### config.mk
export PLATFORM = sky130hd
export DESIGN_NAME = timer_ctrl
export DESIGN_NICKNAME = d
export VERILOG_FILES = /design/src/rtl/timer_ctrl_pkg.sv /design/src/rtl/timer_ctrl_nibble_cnt.sv /design/src/rtl/timer_ctrl.sv
export SDC_FILE = /design/constraint.sdc
export NUM_CORES = 1
export LEC_CHECK = 0
export ABC_AREA = 1
export CAP_MARGIN = 40
export CORE_UTILIZATION = 39
export DETAILED_ROUTE_END_ITERATION = 8
export PLACE_DENSITY_LB_ADDON = 0.3
export SLEW_MARGIN = 30
export SYNTH_ARGS = -nofsm -noshare
export SYNTH_HDL_FRONTEND = slang
export SYNTH_SLANG_ARGS = --single-unit
### constraint.sdc
create_clock -name CLK -period 1.3 [get_ports CLK]
set_input_delay 0.26 -clock CLK [delete_from_list [all_inputs] [get_ports CLK]]
set_output_delay 0.26 -clock CLK [all_outputs]
set_load 0.02 [all_outputs]
### src/rtl/timer_ctrl_pkg.sv
// Shared FSM encodings and mode constants for the interval timer.
// No logic of its own; one helper decodes the busy states.
// No flow control.
package timer_ctrl_pkg;

  typedef enum logic [1:0] {
    ST_IDLE   = 2'd0,
    ST_LOAD   = 2'd1,
    ST_RUN    = 2'd2,
    ST_EXPIRE = 2'd3
  } state_t;

  localparam logic MODE_ONESHOT  = 1'b0;
  localparam logic MODE_PERIODIC = 1'b1;

  // Every state except IDLE counts as busy.
  function automatic logic state_busy(input state_t s);
    return (s != ST_IDLE);
  endfunction

endpackage

### src/rtl/timer_ctrl_nibble_cnt.sv
// One 4-bit stage of the cascaded counter: parallel load or carry-gated increment.
// Latency: q updates on the edge after ld or en&cin; tc/cout are combinational.
// No backpressure; ld has priority over counting.
//
// Ports:
//   CLK, CLR_n : clock, async active-low clear (q -> 0)
//   ld, d      : synchronous load of d
//   en, cin    : increment when both high (cin is the carry from lower stages)
//   q          : stage value
//   tc         : q == 4'hF
//   cout       : cin & tc, carry into the next stage
module nibble_cnt (
  input  logic       CLK,
  input  logic       CLR_n,
  input  logic       ld,
  input  logic [3:0] d,
  input  logic       en,
  input  logic       cin,
  output logic [3:0] q,
  output logic       tc,
  output logic       cout
);

  logic [3:0] r_q;

  always_ff @(posedge CLK or negedge CLR_n) begin
    if (!CLR_n) begin
      r_q <= 4'h0;
    end else if (ld) begin
      r_q <= d;
    end else if (en && cin) begin
      r_q <= r_q + 4'h1;  // F wraps to 0
    end
  end

  assign q    = r_q;
  assign tc   = (r_q == 4'hF);
  assign cout = cin & tc;

endmodule

### src/rtl/timer_ctrl.sv
// Programmable interval timer: load preset, count up to all-ones, expire, stop or reload.
// Latency: START -> LOAD next cycle; DONE 1 + (2^W - PRESET) cycles after LOAD, plus HOLD cycles.
// No backpressure; STOP aborts from any state in one edge, HOLD freezes the count in RUN.
//
// Ports:
//   CLK, CLR_n : clock, async active-low reset
//   START      : start request, only acted on in IDLE
//   STOP       : abort, wins over everything else
//   HOLD       : pause counting in RUN
//   MODE       : 0 one-shot, 1 periodic (sampled in EXPIRE)
//   PRESET     : start value, sampled in LOAD
//   IRQ_ACK    : clears IRQ unless it is being set on the same edge
//   Q          : current count
//   BUSY       : high in LOAD, RUN, EXPIRE
//   DONE       : high exactly in EXPIRE
//   IRQ        : sticky expiry flag
module timer_ctrl
  import timer_ctrl_pkg::*;
#(
  parameter int NIBBLES = 2
) (
  input  logic                 CLK,
  input  logic                 CLR_n,
  input  logic                 START,
  input  logic                 STOP,
  input  logic                 HOLD,
  input  logic                 MODE,
  input  logic [4*NIBBLES-1:0] PRESET,
  input  logic                 IRQ_ACK,
  output logic [4*NIBBLES-1:0] Q,
  output logic                 BUSY,
  output logic                 DONE,
  output logic                 IRQ
);

  state_t r_state;
  state_t w_state_nxt;

  logic                 w_busy;
  logic                 w_done;
  logic                 w_ld;
  logic                 w_cnt_en;
  logic                 w_all_ones;
  logic [4*NIBBLES-1:0] w_q;
  logic [NIBBLES-1:0]   w_tc;
  logic [NIBBLES:0]     w_carry;
  logic                 r_irq;

  // ---------------- state register ----------------
  always_ff @(posedge CLK or negedge CLR_n) begin
    if (!CLR_n) begin
      r_state <= ST_IDLE;
    end else begin
      r_state <= w_state_nxt;
    end
  end

  // ---------------- next-state logic ----------------
  always_comb begin
    w_state_nxt = r_state;
    case (r_state)
      ST_IDLE: begin
        if (START && !STOP) w_state_nxt = ST_LOAD;
      end
      ST_LOAD: begin
        w_state_nxt = STOP ? ST_IDLE : ST_RUN;
      end
      ST_RUN: begin
        if (STOP)            w_state_nxt = ST_IDLE;
        else if (HOLD)       w_state_nxt = ST_RUN;
        else if (w_all_ones) w_state_nxt = ST_EXPIRE;
      end
      ST_EXPIRE: begin
        if (STOP)                       w_state_nxt = ST_IDLE;
        else if (MODE == MODE_PERIODIC) w_state_nxt = ST_LOAD;
        else                            w_state_nxt = ST_IDLE;
      end
      default: w_state_nxt = ST_IDLE;
    endcase
  end

  // ---------------- output / datapath control decode ----------------
  // BUSY and DONE depend on state only. Load and count enable are internal
  // controls feeding the counter flops. The count enable drops at all-ones
  // so Q holds FF..F through the EXPIRE cycle instead of wrapping.
  always_comb begin
    w_busy   = state_busy(r_state);
    w_done   = (r_state == ST_EXPIRE);
    w_ld     = (r_state == ST_LOAD) && !STOP;
    w_cnt_en = (r_state == ST_RUN) && !STOP && !HOLD && !w_all_ones;
  end

  // ---------------- counter cascade ----------------
  assign w_carry[0] = w_cnt_en;

  for (genvar k = 0; k < NIBBLES; k++) begin : g_nib
    nibble_cnt u_nib (
      .CLK   (CLK),
      .CLR_n (CLR_n),
      .ld    (w_ld),
      .d     (PRESET[4*k +: 4]),
      .en    (w_cnt_en),
      .cin   (w_carry[k]),
      .q     (w_q[4*k +: 4]),
      .tc    (w_tc[k]),
      .cout  (w_carry[k+1])
    );
  end

  assign w_all_ones = &w_tc;

  // Counting stops at all-ones, so the top stage never carries out.
  a_no_wrap : assert property (@(posedge CLK) disable iff (!CLR_n) !w_carry[NIBBLES]);

  // ---------------- sticky interrupt ----------------
  // Set on every edge spent in EXPIRE; a same-edge ack loses.
  always_ff @(posedge CLK or negedge CLR_n) begin
    if (!CLR_n) begin
      r_irq <= 1'b0;
    end else if (r_state == ST_EXPIRE) begin
      r_irq <= 1'b1;
    end else if (IRQ_ACK) begin
      r_irq <= 1'b0;
    end
  end

  assign Q    = w_q;
  assign BUSY = w_busy;
  assign DONE = w_done;
  assign IRQ  = r_irq;

endmodule

======== Word-level counts from Yosys, hierarchy flattened ========
Cells that the tools add are included.
storage, ports and cells
  word-level logic and storage cells ...... 44
  output and inout bits ................... 11
  bits in registers ....................... 11
  input bits .............................. 15
cells by class
  reduce and logical (&&, ||, !) cells .... 16
  multiplexer cells ....................... 14
  bitwise operators ....................... 1
  equality and inequality tests ........... 7
  add/subtract/negate cells ............... 2
operator list
  cell                 number
  $mux 4               4
  $mux 2               5
  $add 4x1->4 const B  2
  $eq 4x4->1 const B   2
  $pmux 2 s4           1
  $reduce_bool 2->1    4
  $logic_and 1x1->1    6
  $eq 2x2->1 const B   2
  $mux 1               4
  $ne 4x4->1 const B   1
  $reduce_and 2->1     2
  $logic_not 1->1      3
  $eq 2x1->1 const B   1
  $logic_not 2->1      1
  $ne 2x2->1 const B   1
  $and 1x1->1          1

======== Depth between registers and ports, before layout ========
  depth after elaboration ................. 8
  mapped depth ............................ 7
  depth with buffers taken out ............ 7

======== Hierarchy ========
Synthesis repeated with hierarchy kept, for this count alone.
second synthesis, totals
  cells, all modules ...................... 104
  area total of the unflattened synthesis .. 721.9 um^2
modules (own cells, without submodules)
  module      seq. area each (um^2)  area an instance (um^2)  instances  cells an instance
  nibble_cnt  100.1                  269.0                    2          39
  timer_ctrl  75.1                   183.9                    1          26

======== Worst setup path after synthesis ========
OpenSTA, ideal clock, no wires.
  path kind ............................... reg2reg
  from .................................... register g_nib[0].u_nib.r_q[0]
  to ...................................... register g_nib[0].u_nib.r_q[0]
  data required time ...................... 1.183 ns
  period minus slack after synthesis ...... 1.390 ns
  data arrival time ....................... 1.273 ns
  setup slack ............................. -0.090 ns
  cell stages (with the launch flop) ...... 7
  path buffers ............................ 0
  setup time .............................. 0.117 ns
  cells stage by stage .................... dfrtp_1 ha_1 nand3_1 o21ai_4 nand2_4 nand2_1 nand2_1
on the way
  cells in the longest elaborated chain, start to end .. 5
  elaborated cells between the ends (all ways) .. 8
  classes of those cells .................. add/sub: 1; eq/ne: 1; mux: 2; reduce/logical: 4
ends and longest elaborated chain
  what                                                                 RTL line                     RTL
  start: declaration                                                   timer_ctrl_nibble_cnt.sv:24  logic [3:0] r_q;
  start signal: assignment                                             timer_ctrl_nibble_cnt.sv:32  r_q <= r_q + 4'h1;
  parallel branches: the longest is 5 deep, another holds $add 4x1->4  -
Parallel ways; which one is timed is not known. The select of a mux whose other input is x is not followed.
A chain may end at the register's enable or synchronous reset.

======== Worst setup path after layout ========
  from .................................... register g_nib[0].u_nib.r_q[0]
  to ...................................... output port Q[0]
RTL lines
  what              RTL line          RTL
  end: declaration  timer_ctrl.sv:30  output logic [4*NIBBLES-1:0] Q,
No word-level cell between the ends.

==> key figures <==
Place
  – Placed wire-length estimate after detailed placement: 1460 µm
  – Port bufs: 25
  – Placement Setup Slack: -242 ps
  – GPL Wtd Cong: 0.760
  – Area after DPL: 0.00116 mm²
  – Placed insts: 163

Timing
  – Aggregate negative setup slack: 0 ps
  – WHS: 259 ps
  – Worst relative slew slack: 81.9%
  – Setup violations, final: 0
  – Share of the clock period used by the worst path: 99.7%
  – Hold Vio Cnt, Final: 0
  – Number of slew-limit violations in the final report: 0
  – Slew at the pin with the worst max-slew slack: 268 ps
  – Fin worst setup slack: 4.54 ps
  – Final critical delay including setup and external delays: 1300 ps
  – Fmax achieved: 772 MHz
  – Layout Skew: 12.4 ps
  – Unrepaired setup endpoints after global routing: yes

Outcome
  – Run status: complete, no violations

Finish
  – Total of fill cells in the finished design: 152
  – Ratio of cells with drive above 1 in the final layout: 35.7%
  – Fin cells: 168
  – Area overhead of the layout relative to synthesis: 66.6%
  – Core Util, Final: 71.5%
  – Number of nets in the layout: 161
  – Antenna diodes: 0
  – Post-route standard cell area excluding fillers: 0.00126 mm²

Critical path
  – Largest driver fanout on the critical path: 4
  – Reg2Reg Depth: 6
  – Startpoint-to-endpoint class of the critical path: register to output port
  – FF-to-FF Start: g_nib[0].u_nib.q[1]$_DFFE_PN0P_
  – Crit path buf inv count: 1
  – Stages on worst setup path: 1
  – CP startpoint kind: register
  – Worst EP arrival: 1040 ps
  – Highest cell delay on the worst timing path: 440 ps
  – CP endpoint kind: output port
  – Kind of cell adding the most delay to the critical path: flip-flops
  – Source of the critical timing path: g_nib[0].u_nib.q[0]$_DFFE_PN0P_
  – Crit-path slowest cell: sky130_fd_sc_hd__dfrtp_2
  – Cell chain of the critical path: clkdlybuf4s15_1
  – Critical path data required time: 1040 ps

Die
  – Row Count: 15
  – Floorplan die height: 46.1 µm
  – DIE AREA: 0.00212 mm²
  – Total I/O pin count: 26
  – Effective utilization at floorplan: 42.9%
  – Horizontal die dimension: 46.1 µm
  – Floorplan Core Area: 0.00176 mm²

Detailed routing
  – Remaining antenna violation count: 0
  – Vias after detailed routing: 806
  – Detailed Route Iter0 Violations: 16
  – Average via count per standard cell: 4.80
  – DRC violations left: 0
  – Avg WL per Cell: 11.5 µm
  – Routed WL: 1930 µm
  – First-pass detailed-route iteration total: 4

Synthesis
  – Mean post-synth cell area: 7.57 µm²
  – Synth Register Bits: 11
  – Count of mapped cells out of synthesis: 100
  – Number of warnings reported in the yosys synthesis log: 0
  – Synthesized netlist net count: 117
  – Number of distinct library cells after synthesis: 22
  – Share of synthesized area occupied by flip-flops and latches: 36.4%
  – Netlist area before placement: 757 µm²

Global route
  – Maximum number of pins on one net before global-route repair: 17
  – Vias in the first global route: 701
  – Initial antenna violation count: 0
  – Total congestion overflow after global routing: 0
  – First-pass GRT wire length: 2860 µm
  – GRT Overall Usage: 18.9%

CTS
  – Later-pin clock latency in the skew report: 280 ps
  – Hold-fix buffers at CTS: 0
  – Clock root buffer master: sky130_fd_sc_hd__clkbuf_4
  – Count of clock tree sinks: 11
  – Max Root-Sink Buffers: 2
  – Clock edge transition at the registers on the reported setup and hold paths: 80 ps
  – Number of H-tree levels: 1
  – Clock tree from TritonCTS: yes
  – Inserted Clock Buffers: 3

Hold path
  – Path category of the worst min-delay check: primary input to async pin

Pwr
  – Power density relative to cell area: 2030 mW/mm²
  – Final total power: 2.56 mW
  – Leakage component of the power: 0.647 nW
  – Maximum vdd drop: 1420 µV

Run
  – Maximum Capacitance Violations: 0
[what timing repair did]
action / CTS / global route
resized for setup: 24 / 22
buffers inserted: 0 / 1
pin swaps: 0 / 12
setup endpoints to repair: 20 / 11
[path summary, 6_finish.rpt]
kind                                                   endpoint  slack (ps)
worst max register to register  g_nib[0].u_nib.q[2]$_DFFE_PN0P_          50
max in group asynchronous                       IRQ$_DFFE_PN0P_         880
worst max-delay path                                       Q[0]           5
worst min register to register                  IRQ$_DFFE_PN0P_         530
min in group CLK                         r_state[1]$_DFFE_PN0P_         330
worst min-delay path            g_nib[0].u_nib.q[2]$_DFFE_PN0P_         260
[cell type report]
type	count	area (µm²)	share of cell area [%]
flip-flops and latches	11	280	22.2
well taps	25	31.3	2.48
inverters	10	40.0	3.17
clock buffers	4	26.3	2.08
multi-input cells	78	500	39.7
repair buffers	40	383	30.4
[sequential cells by signal, indices dropped and copies added, names as in the netlist]
name,cells
g_nib.u_nib.q,8
r_state,2
IRQ,1
[layer usage]
| layer | global-route usage, % | vias to the layer above | share of wire (%) |
|---|---|---|---|
| met5 | 0 | - | 0 |
| met4 | 6.47 | 0 | 0.93 |
| met3 | 2.35 | 3 | 4.8 |
| met2 | 33.2 | 22 | 52 |
| met1 | 23.6 | 370 | 42 |
| li1 | - | 411 | - |
[placed cells by master (no fill, tap or decap), drive strengths merged]
cell type      count
nand4              2
dlymetal6s2s       1
ha                 2
inv               10
xor2               1
clkbuf             5
nor3               2
or2                1
dlygate4sd2        5
nor2               4
nand2             43
o21ai              5
nand3             17
a21oi              1
dfrtp             11
clkdlybuf4s15      3
clkdlybuf4s50     13
buf               17
[cells in the mapped netlist, drive strengths merged]
cell   count  area, µm²
ha         2       25.0
nand4      2       12.5
or2        1       6.26
a21oi      1       5.00
nand3     17        103
nor2       4       31.3
nor3       2       21.3
o21ai      5       36.3
inv       10       37.5
buf        1       11.3
nand2     43        184
xor2       1       8.76
dfrtp     11        275
[power by group]
group | leakage [nW] | internal (mW) | total (mW) | switching, mW
clock | 0.0150 | 0.119 | 0.245 | 0.126
combinational | 0.496 | 0.777 | 1.65 | 0.873
sequential | 0.136 | 0.500 | 0.666 | 0.166
total | 0.647 | 1.40 | 2.56 | 1.17
[cells by family (layout without fill, tap and decap cells)]
logic type | Yosys count | in the layout | share of synthesized area, %
compound gates | 6 | 6 | 5.45
xor+xnor | 1 | 1 | 1.16
fa+ha+maj | 2 | 2 | 3.31
buf+inv | 11 | 54 | 6.45
flops | 11 | 11 | 36.4
simple gates | 69 | 69 | 47.3
No activity file was read; power rests on OpenSTA's default activity.
